`src/rtl/mux_rr_arbiter.sv`:
```
`default_nettype none
// ============================================================================
// Module      : mux_rr_arbiter
// Description : Round-robin arbiter for a shared 4:1 bit multiplexer. Grants
//               one of four requesters at a time, drives the mux select and
//               registers the selected data bit. A hold limit forces rotation
//               under contention so no requester can starve the others.
// Revision    : 1.0 - initial release
// ============================================================================
module mux_rr_arbiter #(
  parameter int MAX_HOLD = 8
) (
  input  logic       clk,
  input  logic       rst_n,
  input  logic [3:0] req,
  input  logic [3:0] data_in,
  output logic [3:0] gnt,
  output logic [1:0] sel,
  output logic       busy,
  output logic       data_out,
  output logic       data_valid,
  output logic       timeout
);

  localparam logic [0:0] ST_IDLE  = 1'b0;
  localparam logic [0:0] ST_GRANT = 1'b1;

  localparam logic [7:0] HOLD_LIMIT = 8'(MAX_HOLD);

  // Registered state and its next-state values
  logic [0:0] state_q, state_d;
  logic [3:0] gnt_q, gnt_d;
  logic [1:0] sel_q, sel_d;
  logic [1:0] ptr_q, ptr_d;
  logic [7:0] hold_q, hold_d;
  logic       timeout_q, timeout_d;
  logic       data_out_q;
  logic       data_valid_q;

  // Combinational helpers
  logic       busy_w;
  logic       win_found_w;
  logic [1:0] win_idx_w;
  logic [1:0] cand_w;
  logic       others_w;
  logic       at_limit_w;

  assign busy_w     = |gnt_q;
  // Any request other than the current owner's (gnt_q is one-hot in GRANT)
  assign others_w   = |(req & ~gnt_q);
  assign at_limit_w = (hold_q == HOLD_LIMIT);

  // Pick the first set request bit, searching upward from the rotation pointer
  always_comb begin
    win_found_w = 1'b0;
    win_idx_w   = ptr_q;
    cand_w      = ptr_q;
    for (int k = 0; k < 4; k++) begin
      cand_w = ptr_q + 2'(k);
      if (!win_found_w && req[cand_w]) begin
        win_found_w = 1'b1;
        win_idx_w   = cand_w;
      end
    end
  end

  // FSM next-state: grant from IDLE, release or preempt from GRANT
  always_comb begin
    state_d   = state_q;
    gnt_d     = gnt_q;
    sel_d     = sel_q;
    ptr_d     = ptr_q;
    hold_d    = hold_q;
    timeout_d = 1'b0;
    case (state_q)
      ST_IDLE: begin
        gnt_d = 4'b0000;
        if (win_found_w) begin
          state_d = ST_GRANT;
          gnt_d   = 4'b0001 << win_idx_w;
          sel_d   = win_idx_w;
          hold_d  = 8'd1;
        end
      end
      ST_GRANT: begin
        if (!req[sel_q]) begin
          // Owner released; release wins over a simultaneous preemption
          state_d = ST_IDLE;
          gnt_d   = 4'b0000;
          ptr_d   = sel_q + 2'd1;
          hold_d  = 8'd0;
        end else if (at_limit_w && others_w) begin
          // Hold limit reached with someone else waiting: force rotation
          state_d   = ST_IDLE;
          gnt_d     = 4'b0000;
          ptr_d     = sel_q + 2'd1;
          hold_d    = 8'd0;
          timeout_d = 1'b1;
        end else if (!at_limit_w) begin
          // Saturate so a sole requester can keep the grant indefinitely
          hold_d = hold_q + 8'd1;
        end
      end
      default: begin
        state_d = ST_IDLE;
        gnt_d   = 4'b0000;
      end
    endcase
  end

  // Control state registers with synchronous active-low reset
  always_ff @(posedge clk) begin
    if (!rst_n) begin
      state_q   <= ST_IDLE;
      gnt_q     <= 4'b0000;
      sel_q     <= 2'd0;
      ptr_q     <= 2'd0;
      hold_q    <= 8'd0;
      timeout_q <= 1'b0;
    end else begin
      state_q   <= state_d;
      gnt_q     <= gnt_d;
      sel_q     <= sel_d;
      ptr_q     <= ptr_d;
      hold_q    <= hold_d;
      timeout_q <= timeout_d;
    end
  end

  // Mux datapath: register the owner's data bit, one cycle behind busy
  always_ff @(posedge clk) begin
    if (!rst_n) begin
      data_out_q   <= 1'b0;
      data_valid_q <= 1'b0;
    end else begin
      data_out_q   <= busy_w ? data_in[sel_q] : 1'b0;
      data_valid_q <= busy_w;
    end
  end

  assign gnt        = gnt_q;
  assign sel        = sel_q;
  assign busy       = busy_w;
  assign data_out   = data_out_q;
  assign data_valid = data_valid_q;
  assign timeout    = timeout_q;

endmodule
`default_nettype wire

```
`config.mk`:
```
export PLATFORM = sky130hd
export DESIGN_NAME = mux_rr_arbiter
export DESIGN_NICKNAME = d
export VERILOG_FILES = /design/src/rtl/mux_rr_arbiter.sv
export SDC_FILE = /design/constraint.sdc
export NUM_CORES = 1
export LEC_CHECK = 0
export ABC_CLOCK_PERIOD_IN_PS = 4150
export BUFFER_PORTS_ARGS = -buffer_cell sky130_fd_sc_hd__clkbuf_2
export CAP_MARGIN = 5
export CORE_ASPECT_RATIO = 1.75
export CORE_MARGIN = 2
export CORE_UTILIZATION = 25
export CTS_BUF_LIST = sky130_fd_sc_hd__clkbuf_8
export DETAILED_ROUTE_END_ITERATION = 10
export SLEW_MARGIN = 30
export SYNTH_ARGS = -nofsm -noshare
export SYNTH_HDL_FRONTEND = slang
export SYNTH_SLANG_ARGS = --single-unit
```
`constraint.sdc`:
```
create_clock -name clk -period 4.15 [get_ports clk]
set_input_delay 0.415 -clock clk [delete_from_list [all_inputs] [get_ports clk]]
set_output_delay 0.415 -clock clk [all_outputs]
set_load 0.05 [all_outputs]
```
==> metrics.csv, run 1 <==
metric,value,unit
Slew headroom,61.3,%
min-delay worst type,input pin to flip-flop,
vias per std cell,5.12,
Synth Area in Simple Gates,24.7,%
grt total ovfl,0,
sw power,147,uW
Tmin final,2070,ps
GR Util All Layers,11.3,%
largest net degree at the start of global routing,14,
Die Span Y,91.1,um
Yosys cell types,42,
Buffers on Ports,19,
period utilization,49.8,%
DR pass1 iterations,4,
detailed-placement wirelength estimate,2030,um
CP max FO,6,
CP max-delay cell,or4b_1,
die area,4900,sq um
DRT antenna net count,0,
clock skew,1.96,ps
# rows,31,
peak supply drop,0.131,mV
# resized after CTS,0,
Clock Path Buffers,2,
Layout Nets,154,
Crit path arrival time,2230,ps
first-pass GRT wire length,4080,um
"Seq/Total Area, Yosys",37.0,%
Chip Width,53.8,um
CTS tree,built,
HP Start,rst_n,
sequential power share,45.9,%
Post-route DRC,0,
Setup TNS,0,ps
effective utilization at floorplan,26.1,%
Pwr Density,372,nW/um^2
Worst setup EP type,flip-flop,
outcome,finished clean,
combinational family with the most area after synthesis,simple AND/OR/NAND/NOR gates,
Final setup viols,0,
worst r2r src,hold_q[0]$_SDFFE_PN0P_,
most common library cell in the layout ignoring fill and taps,dfxtp_1,
Post-Syn Nets,132,
Sw Ratio,31.2,%
"commonest cells after routing, fill and taps aside","dfxtp_1, clkbuf_2, nor2_1",
final instance area,1270,sq um
layout cells sized above 1,23.4,%
Hold Buf Count CTS,0,
I/O pins,20,
total vias in the final route,972,
post-synthesis cell area,1080,sq um
compound-cell area share of the yosys netlist,20.9,%
RSZ-0062 raised after global routing,no,
crit-path cells,"inv_1, ha_1, or4b_1, or3_4, o21ai_4, a21oi_1, a311oi_1",
DR iter-0 viols,16,
"Largest delay share family, worst path",simple AND/OR/NAND/NOR gates,
syn avg cell area,9.03,sq um
max_cap viols,0,
initial antenna violation count,0,
total core area,4150,sq um
number of global-route vias before repair,946,
WL/cell,13.0,um
n_diodes,0,
Fmax achieved,484,MHz
CP Launch Point,hold_q[0]$_SDFFE_PN0P_,
# Post-CTS Setup Buffers,0,
placed inst area,1210,sq um
Area Overhead vs Synth,17.2,%
Setup CP Type,flip-flop to flip-flop,
CTS Buf Count,3,
Final Hold Vio Count,0,
"FF+latch count, synth",20,
Leakage,0.485,nW
Critical Path Start Type,flip-flop,
clock network fraction of total power,30.9,%
Adder-Cell Fraction of Synth Area,2.31,%
TritonCTS Sinks,20,
YS warnings,0,
Pins Over Slew Limit,0,
Skew-Pair Late Insertion Delay,250,ps
clk slew on worst S/H paths,70,ps
worst path bufs/invs,1,
Final Wtd Congestion,0.750,
Root Driver,clkbuf_8,
Least-Margin Pin Slew,575,ps
htree depth,1,
Critical Path RT,4310,ps
mux share of post-synthesis cell area,5.08,%
CP peak stage delay,450,ps
final WL,2470,um
Comb pwr share,23.2,%
Cell Int Power,325,uW
Synth Area in XOR/XNOR,5.66,%
cells after synthesis,120,
state kept, by name (all words and copies together) (netlist names):
name,cells
state_q,1
data_out,1
gnt,4
sel,2
data_valid,1
timeout,1
ptr_q,2
hold_q,8
logic make-up (layout without fill, tap and decap cells):
logic type | after synthesis | after routing
XOR/XNOR | 7 | 7
AND/OR/NAND/NOR | 50 | 50
AO/OA/AOI/OAI | 30 | 30
multiplexers | 3 | 3
buffers and inverters | 8 | 29
adder cells (fa/ha/maj) | 2 | 2
flip-flops | 20 | 20
layer usage:
metal	vias to the layer above	global-route usage, %	wire length, um
li1	485	-	-
met1	461	12.1	977
met2	20	19.2	1300
met3	6	2.30	94
met4	0	6.62	90
met5	-	0	0
final timing paths:
| kind | endpoint | slack [ps] | cells past startpoint |
|---|---|---|---|
| min | data_valid$_SDFF_PN0_ | 380 | 2 |
| max reg2reg | ptr_q[1]$_SDFFE_PN0P_ | 2080 | 7 |
| max | ptr_q[1]$_SDFFE_PN0P_ | 2080 | 7 |
| min reg2reg | hold_q[1]$_SDFFE_PN0P_ | 510 | 2 |
layout make-up:
| class | instances | area [sq um] |
|---|---|---|
| clock buffers | 4 | 55.1 |
| fillers | 455 | 2880 |
| inverters | 6 | 22.5 |
| multi-input cells | 92 | 636 |
| flip-flops and latches | 20 | 400 |
| well taps | 49 | 61.3 |
| repair buffers | 19 | 95.1 |
worst reg2reg max path: cells and delay by family, from the launching register on:
family	cells	cell delay, ps
AO/OA/AOI/OAI	3	550
flip-flops	1	350
adder cells (fa/ha/maj)	1	130
buffers and inverters	1	70
AND/OR/NAND/NOR	2	870
power by group through the flow:
stage / combinational, mW / clock, mW / sequential [mW]
6_report: 0.110 / 0.146 / 0.217
3_3_place_gp: 0.110 / 0 / 0.221
4_1_cts: 0.111 / 0.150 / 0.217
5_1_grt: 0.120 / 0.154 / 0.219
3_5_place_dp: 0.110 / 0 / 0.221
2_1_floorplan: 0.0653 / 0 / 0.239
cells in the mapped netlist, drive strengths merged:
cell      n  share of area, %
a21boi    1              0.69
or2b      4               3.1
nor2b     3               1.7
mux4      2               4.2
a22oi     2               1.4
o31a      1              0.81
clkbuf    1               1.3
nor3b     1              0.69
nand4     2               1.2
inv       6               2.1
o22a      2               1.6
o22ai     1              0.58
or2       1              0.58
xnor2     4               3.2
ha        2               2.3
a311oi    2               1.6
xor2      3               2.4
buf       1               1.0
or4       1              0.69
nand3     3               1.4
nor3      3               1.4
dfxtp    20                37
o311ai    1               1.5
or3       1               1.0
nor4      3               1.7
or4b      1              0.92
a211o     1              0.92
nand2     8               2.8
a31oi     1              0.58
nand2b    1              0.58
nor2     15               5.2
o2111a    1               1.0
o2111ai   1              0.81
and2      2               1.2
o21ai     4               2.9
mux2i     1              0.92
and3      1              0.58
a21oi     9               4.2
a2bb2oi   2               1.6
a211oi    1              0.69
stage by stage:
step                std cells  util, %  hold WS (ps)  setup WS [ps]  power [mW]
floorplan                 120        -           472           2180       0.304
global placement          186     29.3           493           2140       0.331
detailed placement        186     29.3           499           2100       0.332
CTS                       190     30.6           378           2070       0.477
global route              190     30.6           397           1950       0.493
finish                    190     30.6           379           2080       0.472
No activity file was read; power rests on OpenSTA's default activity.
==> run 2, diff against run 1 <==
ABC_AREA = 1   (was unset)
ABC_CLOCK_PERIOD_IN_PS = 1750   (was 4150)
clock period = 1.75 ns   (was 4.15 ns; I/O delays follow)
==> run 2 against run 1 <==
Combinational power rose to 21 times the previous value; global-route usage up 3.4 points; clock power rose to 3.3 times the previous value; clock skew up 7.9 ps; routed wire length up 83%; area after synthesis up 31%; critical path type unchanged; highest routed layer unchanged.
==> metrics.csv, run 2 <==
metric,value,unit,change
outcome,finished clean,,
largest net degree at the start of global routing,16,,+2
detailed-placement wirelength estimate,3560,um,+76%
Post-route DRC,0,,unchanged
DR pass1 iterations,4,,unchanged
sw power,1.78,mW,+1100%
Cell Int Power,1.72,mW,+430%
max reg flops,8,,unchanged
share of flip-flops with an asynchronous set or reset,0,%,unchanged
clock network fraction of total power,13.8,%,-17 points
Fill cells,619,,+36%
vias per std cell,4.81,,-5.9%
Sw Ratio,50.9,%,+20 points
min-delay worst type,input pin to flip-flop,,
hold_ws,170,ps,-209 ps
worst r2r src,ptr_q[0]$_SDFFE_PN0P_,,
"Seq/Total Area, Yosys",28.3,%,-8.7 points
Slew headroom,67.5,%,+6.1 points
worst r2r path cells,12,,+5
die area,6300,sq um,+29%
period utilization,98.4,%,+49 points
layout cells sized above 1,31.7,%,+8.3 points
total vias in the final route,1670,,+72%
RSZ-0062 raised after global routing,yes,,
most common library cell in the layout ignoring fill and taps,nand2_1,,
Final setup viols,0,,unchanged
synth top area cells,"dfxtp_1, nand2_1, nand3_1",,
initial antenna violation count,0,,unchanged
Fmax achieved,581,MHz,+20%
top-count cell post-synth,nand2_1,,
max_cap viols,0,,unchanged
DR iter-0 viols,115,,+99
n_diodes,0,,unchanged
TritonCTS Sinks,20,,unchanged
Critical Path RT,1930,ps,-2380 ps
clock skew,9.89,ps,+7.94 ps
# rows,36,,+16%
syn avg cell area,6.15,sq um,-32%
peak supply drop,0.375,mV,+190%
Least-Margin Pin Slew,488,ps,-86.9 ps
Commonest cells post-synth,"nand2_1, nand3_1, inv_1, dfxtp_1, a21oi_1",,
post-synthesis cell area,1420,sq um,+31%
Setup CP Type,flip-flop to flip-flop,,
Clock Path Buffers,2,,unchanged
Final Hold Vio Count,0,,unchanged
CTS tree,built,,
Final Wtd Congestion,0.890,,+19%
clk slew on worst S/H paths,90,ps,+20 ps
WL/cell,13.0,um,+0.31%
final WL,4520,um,+83%
total core area,5500,sq um,+32%
worst hold path depth,3,,+1
grt total ovfl,0,,unchanged
Pins Over Slew Limit,0,,unchanged
Area Overhead vs Synth,36.3,%,
Comb pwr share,65.8,%,+43 points
Crit path arrival time,1900,ps,-330 ps
Chip Width,60.9,um,+13%
Main synth FF type,dfxtp_1,,
Layout Nets,284,,+84%
Critical Path Start Type,flip-flop,,
Worst setup EP type,flip-flop,,
sequential power share,20.5,%,-25 points
"commonest cells after routing, fill and taps aside","nand2_1, nand3_1, inv_1",,
Yosys cell types,30,,-29%
DRT antenna net count,0,,unchanged
Post-Syn Nets,242,,+83%
Leakage,0.897,nW,+85%
I/O pins,20,,unchanged
reg2reg end,sel[1]$_SDFFE_PN0P_,,
Post-synth EDFFs,0,,unchanged
"FF+latch count, synth",20,,unchanged
first-pass GRT wire length,7100,um,+74%
YS warnings,0,,unchanged
reg2reg setup slack,30,ps,-2050 ps
Worst Hold Endpoint,ptr_q[0]$_SDFFE_PN0P_,,
register bank with the most flops,hold_q,,
final std cells w/o fill,347,,+83%
htree depth,1,,unchanged
effective utilization at floorplan,25.8,%,-0.36 points
CP max FO,7,,+1
# placed instances,337,,+81%
top-area cell type share of the netlist area,28.3,%,-8.7 points
number of global-route vias before repair,1553,,+64%
Skew-Pair Late Insertion Delay,270,ps,+20 ps
HP Start,rst_n,,
Pwr Density,1810,nW/um^2,+390%
GR Util All Layers,14.7,%,+3.4 points
Die Span Y,104,um,+14%
CTS Buf Count,3,,unchanged
Root Driver,clkbuf_8,,
Tmin final,1720,ps,-345 ps
Yosys top cell by area,dfxtp_1,,
cells after synthesis,230,,+92%
Buffers on Ports,19,,unchanged
## run 2: changes by cell type in the layout (fill, tap and decap cells not counted), sizes merged, moves of 3 or more
cell,before,now
nand4,2,11
or2b,4,0
nand3,3,28
nor2b,3,0
xnor2,4,0
nand2,8,82
buf,0,23
inv,6,25
a21oi,9,18
o21ai,4,12
## run 2: kinds of logic (layout without fill, tap and decap cells)
kind of cell / count (synthesis) / count (layout) / synth area share [%]
buffers and inverters: 31 / 72 / 10.3
DFF: 20 / 20 / 28.3
AOI/OAI and AO/OA: 35 / 35 / 13.9
and+or+nand+nor: 140 / 140 / 44.5
adders and majority gates: 2 / 2 / 1.77
xor gates and xnor gates: 2 / 2 / 1.24
## run 2: area by class of cell
class                      instances  area [sq um]  share of cell area (%)
clock buffer                       3          41.3                    2.14
tap                               76          95.1                    4.93
multi-input combinational        179           941                    48.8
sequential                        20           418                    21.7
inverter                          25          98.8                    5.13
clock inverter                     1          30.0                    1.56
timing repair buffer              43           304                    15.8
## run 2: how the worst max path moves through the flow
stage | from | endpoint | cells after the start
after floorplan | sel[0]$_SDFFE_PN0P_ | hold_q[0]$_SDFFE_PN0P_ | 10
after global placement | ptr_q[1]$_SDFFE_PN0P_ | hold_q[0]$_SDFFE_PN0P_ | 11
after detailed placement | ptr_q[1]$_SDFFE_PN0P_ | hold_q[0]$_SDFFE_PN0P_ | 11
after CTS | ptr_q[0]$_SDFFE_PN0P_ | sel[1]$_SDFFE_PN0P_ | 11
after global routing | ptr_q[0]$_SDFFE_PN0P_ | sel[1]$_SDFFE_PN0P_ | 11
final | ptr_q[0]$_SDFFE_PN0P_ | sel[1]$_SDFFE_PN0P_ | 12
## run 2: stage by stage
step / util (%) / total power, mW / area, sq um / worst slack (ps) / setup TNS, ps
floorplan: - / 2.07 / 1430 / 42.2 / 0
global placement: 30.9 / 2.68 / 1700 / 5.57 / 0
detailed placement: 30.9 / 2.68 / 1700 / -18.6 / -32.5
CTS: 32.6 / 3.21 / 1790 / 21.7 / 0
global route: 35.1 / 3.72 / 1930 / -94.3 / -803
finish: 35.1 / 3.50 / 1930 / 27.9 / 0
## run 2: worst max-delay path: stages (launching register included)
cell and delay (ps):
dfxtp_4 380, buf_8 140, nand2_2 60, nand2_2 60
nand2_2 90, nand2_4 70, nor2_4 130, nand2_2 70
o21ai_4 250, buf_6 180, a21oi_2 50, o21ai_1 90
inv_1 40
## run 2: metal layers
layer / global-route usage, % / routed length [um] / up-vias / share of wire [%]
met1: 14.1 / 1580 / 776 / 35
met5: 0 / 0 / - / 0
met3: 1.50 / 97 / 9 / 2.1
li1: - / - / 841 / -
met4: 6.21 / 125 / 0 / 2.8
met2: 28.7 / 2720 / 44 / 60
## run 2: repair_timing
item	CTS	global route
buffers inserted	0	5
gates resized for setup	6	26
cloned	0	1
hold buffers	0	0
pin swaps	1	13
setup endpoints to repair	7	14
## run 2: power groups by stage
| stage | clock [mW] | sequential, mW | combinational, mW |
|---|---|---|---|
| 2_1_floorplan | 0 | 0.911 | 1.16 |
| 5_1_grt | 0.497 | 0.733 | 2.49 |
| 4_1_cts | 0.487 | 0.694 | 2.03 |
| 3_3_place_gp | 0 | 0.700 | 1.98 |
| 3_5_place_dp | 0 | 0.702 | 1.98 |
| 6_report | 0.481 | 0.716 | 2.30 |
==> run 3, diff against run 2 <==
CORE_UTILIZATION = 53   (was 25)
PLACE_DENSITY = 0.78   (was unset)
==> run 3 against run 2 <==
Sequential power is 0.8% higher; worst setup slack better by 28 ps; via count is 0.60% higher; first-iteration DRC count is 49% lower; register-to-register slack better by 30 ps; non-clock buffer count stayed put; design area is 4.4% lower; clock skew is 4.1 ps lower; final cell count is 14% lower; combinational power is 4% lower.
==> metrics.csv, run 3 (synthesized netlist as in run 2, its figures left out) <==
metric,value,unit,change
"Largest delay share family, worst path",simple AND/OR/NAND/NOR gates,,
CP peak stage delay,370,ps,about the same
CTS tree,built,,
DR iter-0 viols,59,,-49%
Crit path arrival time,1880,ps,-20 ps
Cell Int Power,1.51,mW,-12%
"commonest cells after routing, fill and taps aside","nand2_1, inv_1, nand3_1",,
vias per std cell,5.66,,+18%
worst hold path depth,3,,unchanged
worst r2r src,ptr_q[0]$_SDFFE_PN0P_,,
Critical Path Start Type,flip-flop,,
Area Overhead vs Synth,30.2,%,
sequential power share,22.4,%,+1.9 points
Setup CP Type,flip-flop to flip-flop,,
clock network fraction of total power,9.5,%,-4.3 points
Die Span Y,72.4,um,-30%
Final Wtd Congestion,0.956,,+7.5%
reg2reg end,hold_q[6]$_SDFFE_PN0P_,,
Slew headroom,67.0,%,-0.46 points
first-pass GRT wire length,6690,um,-5.7%
die area,3120,sq um,-51%
clk slew on worst S/H paths,70,ps,-20 ps
total core area,2520,sq um,-54%
Final setup viols,0,,unchanged
CP max-delay cell,dfxtp_4,,
HP Start,rst_n,,
Fill cells,221,,-64%
Root Driver,clkbuf_8,,
max reg flops,8,,unchanged
Fmax achieved,590,MHz,+1.6%
Pwr Density,1750,nW/um^2,-3.5%
worst path bufs/invs,2,,-1
# rows,24,,-33%
number of global-route vias before repair,1595,,+2.7%
Critical Path RT,1940,ps,about the same
DRT antenna net count,0,,unchanged
placed inst area,1660,sq um,-2.4%
clock skew,5.83,ps,-4.07 ps
Comb pwr share,68.1,%,+2.3 points
Leakage,0.890,nW,-0.85%
DR pass1 iterations,4,,unchanged
I/O pins,20,,unchanged
peak supply drop,0.766,mV,+100%
n_diodes,0,,unchanged
initial antenna violation count,0,,unchanged
htree depth,1,,unchanged
Pins Over Slew Limit,0,,unchanged
min-delay worst type,input pin to flip-flop,,
critical path's most frequent cell,nand2_2,,
Hold Buf Count CTS,0,,unchanged
reg2reg setup slack,60,ps,+30 ps
Clock Path Buffers,2,,unchanged
period utilization,96.8,%,-1.6 points
GR Util All Layers,27.7,%,+13 points
Least-Margin Pin Slew,495,ps,+6.85 ps
layout cells sized above 1,34.7,%,+3.0 points
CTS Buf Count,3,,unchanged
Final Hold Vio Count,0,,unchanged
most common library cell in the layout ignoring fill and taps,nand2_1,,
detailed-placement wirelength estimate,3110,um,-12%
FF/Latch Area,419,sq um,+0.30%
largest net degree at the start of global routing,16,,unchanged
effective utilization at floorplan,56.1,%,+30 points
crit-path cells,"buf_6, nand2_2, nand2_2, nand2_2, nand2_2, nor2_4, nand2_2, o21ai_4, buf_6, nand3_2, a21oi_1",,
# placed instances,290,,-14%
RSZ-0062 raised after global routing,yes,,
max_cap viols,0,,unchanged
Worst Hold Endpoint,ptr_q[0]$_SDFFE_PN0P_,,
final instance area,1840,sq um,-4.4%
area occupied by multi-input gates,960,sq um,+2.0%
total vias in the final route,1680,,+0.60%
outcome,finished clean,,
WL/cell,14.0,um,+7.7%
Buffers on Ports,19,,unchanged
CP max FO,6,,-1
Worst setup EP type,flip-flop,,
final WL,4160,um,-7.8%
sw power,1.71,mW,-3.7%
setup ws final,55.7,ps,+27.8 ps
Tmin final,1690,ps,-27.8 ps
Sw Ratio,53.2,%,+2.3 points
TritonCTS Sinks,20,,unchanged
Chip Width,43.1,um,-29%
Post-route DRC,0,,unchanged
Layout Nets,284,,unchanged
Skew-Pair Late Insertion Delay,260,ps,about the same
register bank with the most flops,hold_q,,
final std cells w/o fill,297,,-14%
DP Worst Slack,-30.7,ps,-12.1 ps
worst r2r path cells,11,,-1
grt total ovfl,0,,unchanged
[run 3: cell count changes in the layout (fill, tap and decap cells not counted), moves of 2 or more]
cell	delta
inv_1	+2
buf_6	+3
nand3_1	-4
buf_4	-2
nand2_1	-7
nand2_2	+8
nand3_2	+4
[run 3: how the worst max path moves through the flow]
stage	start	endpoint	slack (ps)	depth (start not counted)
2_1_floorplan	sel[0]$_SDFFE_PN0P_	hold_q[0]$_SDFFE_PN0P_	40	10
3_3_place_gp	ptr_q[0]$_SDFFE_PN0P_	sel[1]$_SDFFE_PN0P_	7	13
3_5_place_dp	ptr_q[0]$_SDFFE_PN0P_	sel[1]$_SDFFE_PN0P_	-30	13
4_1_cts	ptr_q[0]$_SDFFE_PN0P_	hold_q[3]$_SDFFE_PN0P_	20	10
5_1_grt	ptr_q[0]$_SDFFE_PN0P_	hold_q[6]$_SDFFE_PN0P_	-30	11
6_report	ptr_q[0]$_SDFFE_PN0P_	hold_q[6]$_SDFFE_PN0P_	60	11
[run 3: final cells by class]
cell class | count | area share (%)
Tap cell | 26 | 1.77
Timing Repair Buffer | 43 | 15.6
Clock buffer | 3 | 2.24
Multi-Input combinational cell | 179 | 52.1
Clock inverter | 1 | 0.204
Sequential cell | 20 | 22.7
Inverter | 25 | 5.36
[run 3: power groups by stage]
stage          Sequential (mW)  Combinational (mW)  Clock, mW
6_report                 0.722                2.20      0.307
3_3_place_gp             0.703                1.95          0
5_1_grt                  0.738                2.39      0.322
3_5_place_dp             0.707                1.96          0
2_1_floorplan            0.911                1.16          0
4_1_cts                  0.702                2.01      0.310
[run 3: timing repair]
item,CTS,global route
pin swaps,1,9
gates resized for setup,7,33
gates cloned,0,1
buffers inserted,0,2
setup endpoints to repair,9,14
[run 3: metal layers]
layer  GRT usage, %  up-vias  part of all wire [%]
met1           26.7      785                    36
li1               -      846                     -
met3           2.49        9                   2.6
met5              0        -                     0
met2           55.7       40                    59
met4           13.1        0                   2.6
[run 3: worst register-to-register path, stage by stage (launching register included)]
cell	delay (ps)
dfxtp_4	370
buf_6	140
nand2_2	60
nand2_2	60
nand2_2	70
nand2_2	70
nor2_4	130
nand2_2	70
o21ai_4	290
buf_6	170
nand3_2	60
a21oi_1	150
[run 3: per-stage QoR]
| stage | setup TNS [ps] | power [mW] | hold WS, ps | util [%] |
|---|---|---|---|---|
| 4_1_cts | 0 | 3.02 | 192 | 68.4 |
| 3_3_place_gp | 0 | 2.65 | 460 | 65.8 |
| 2_1_floorplan | 0 | 2.07 | 291 | - |
| 3_5_place_dp | -78.6 | 2.67 | 467 | 65.8 |
| 5_1_grt | -192 | 3.45 | 232 | 73.1 |
| 6_report | 0 | 3.22 | 202 | 73.1 |
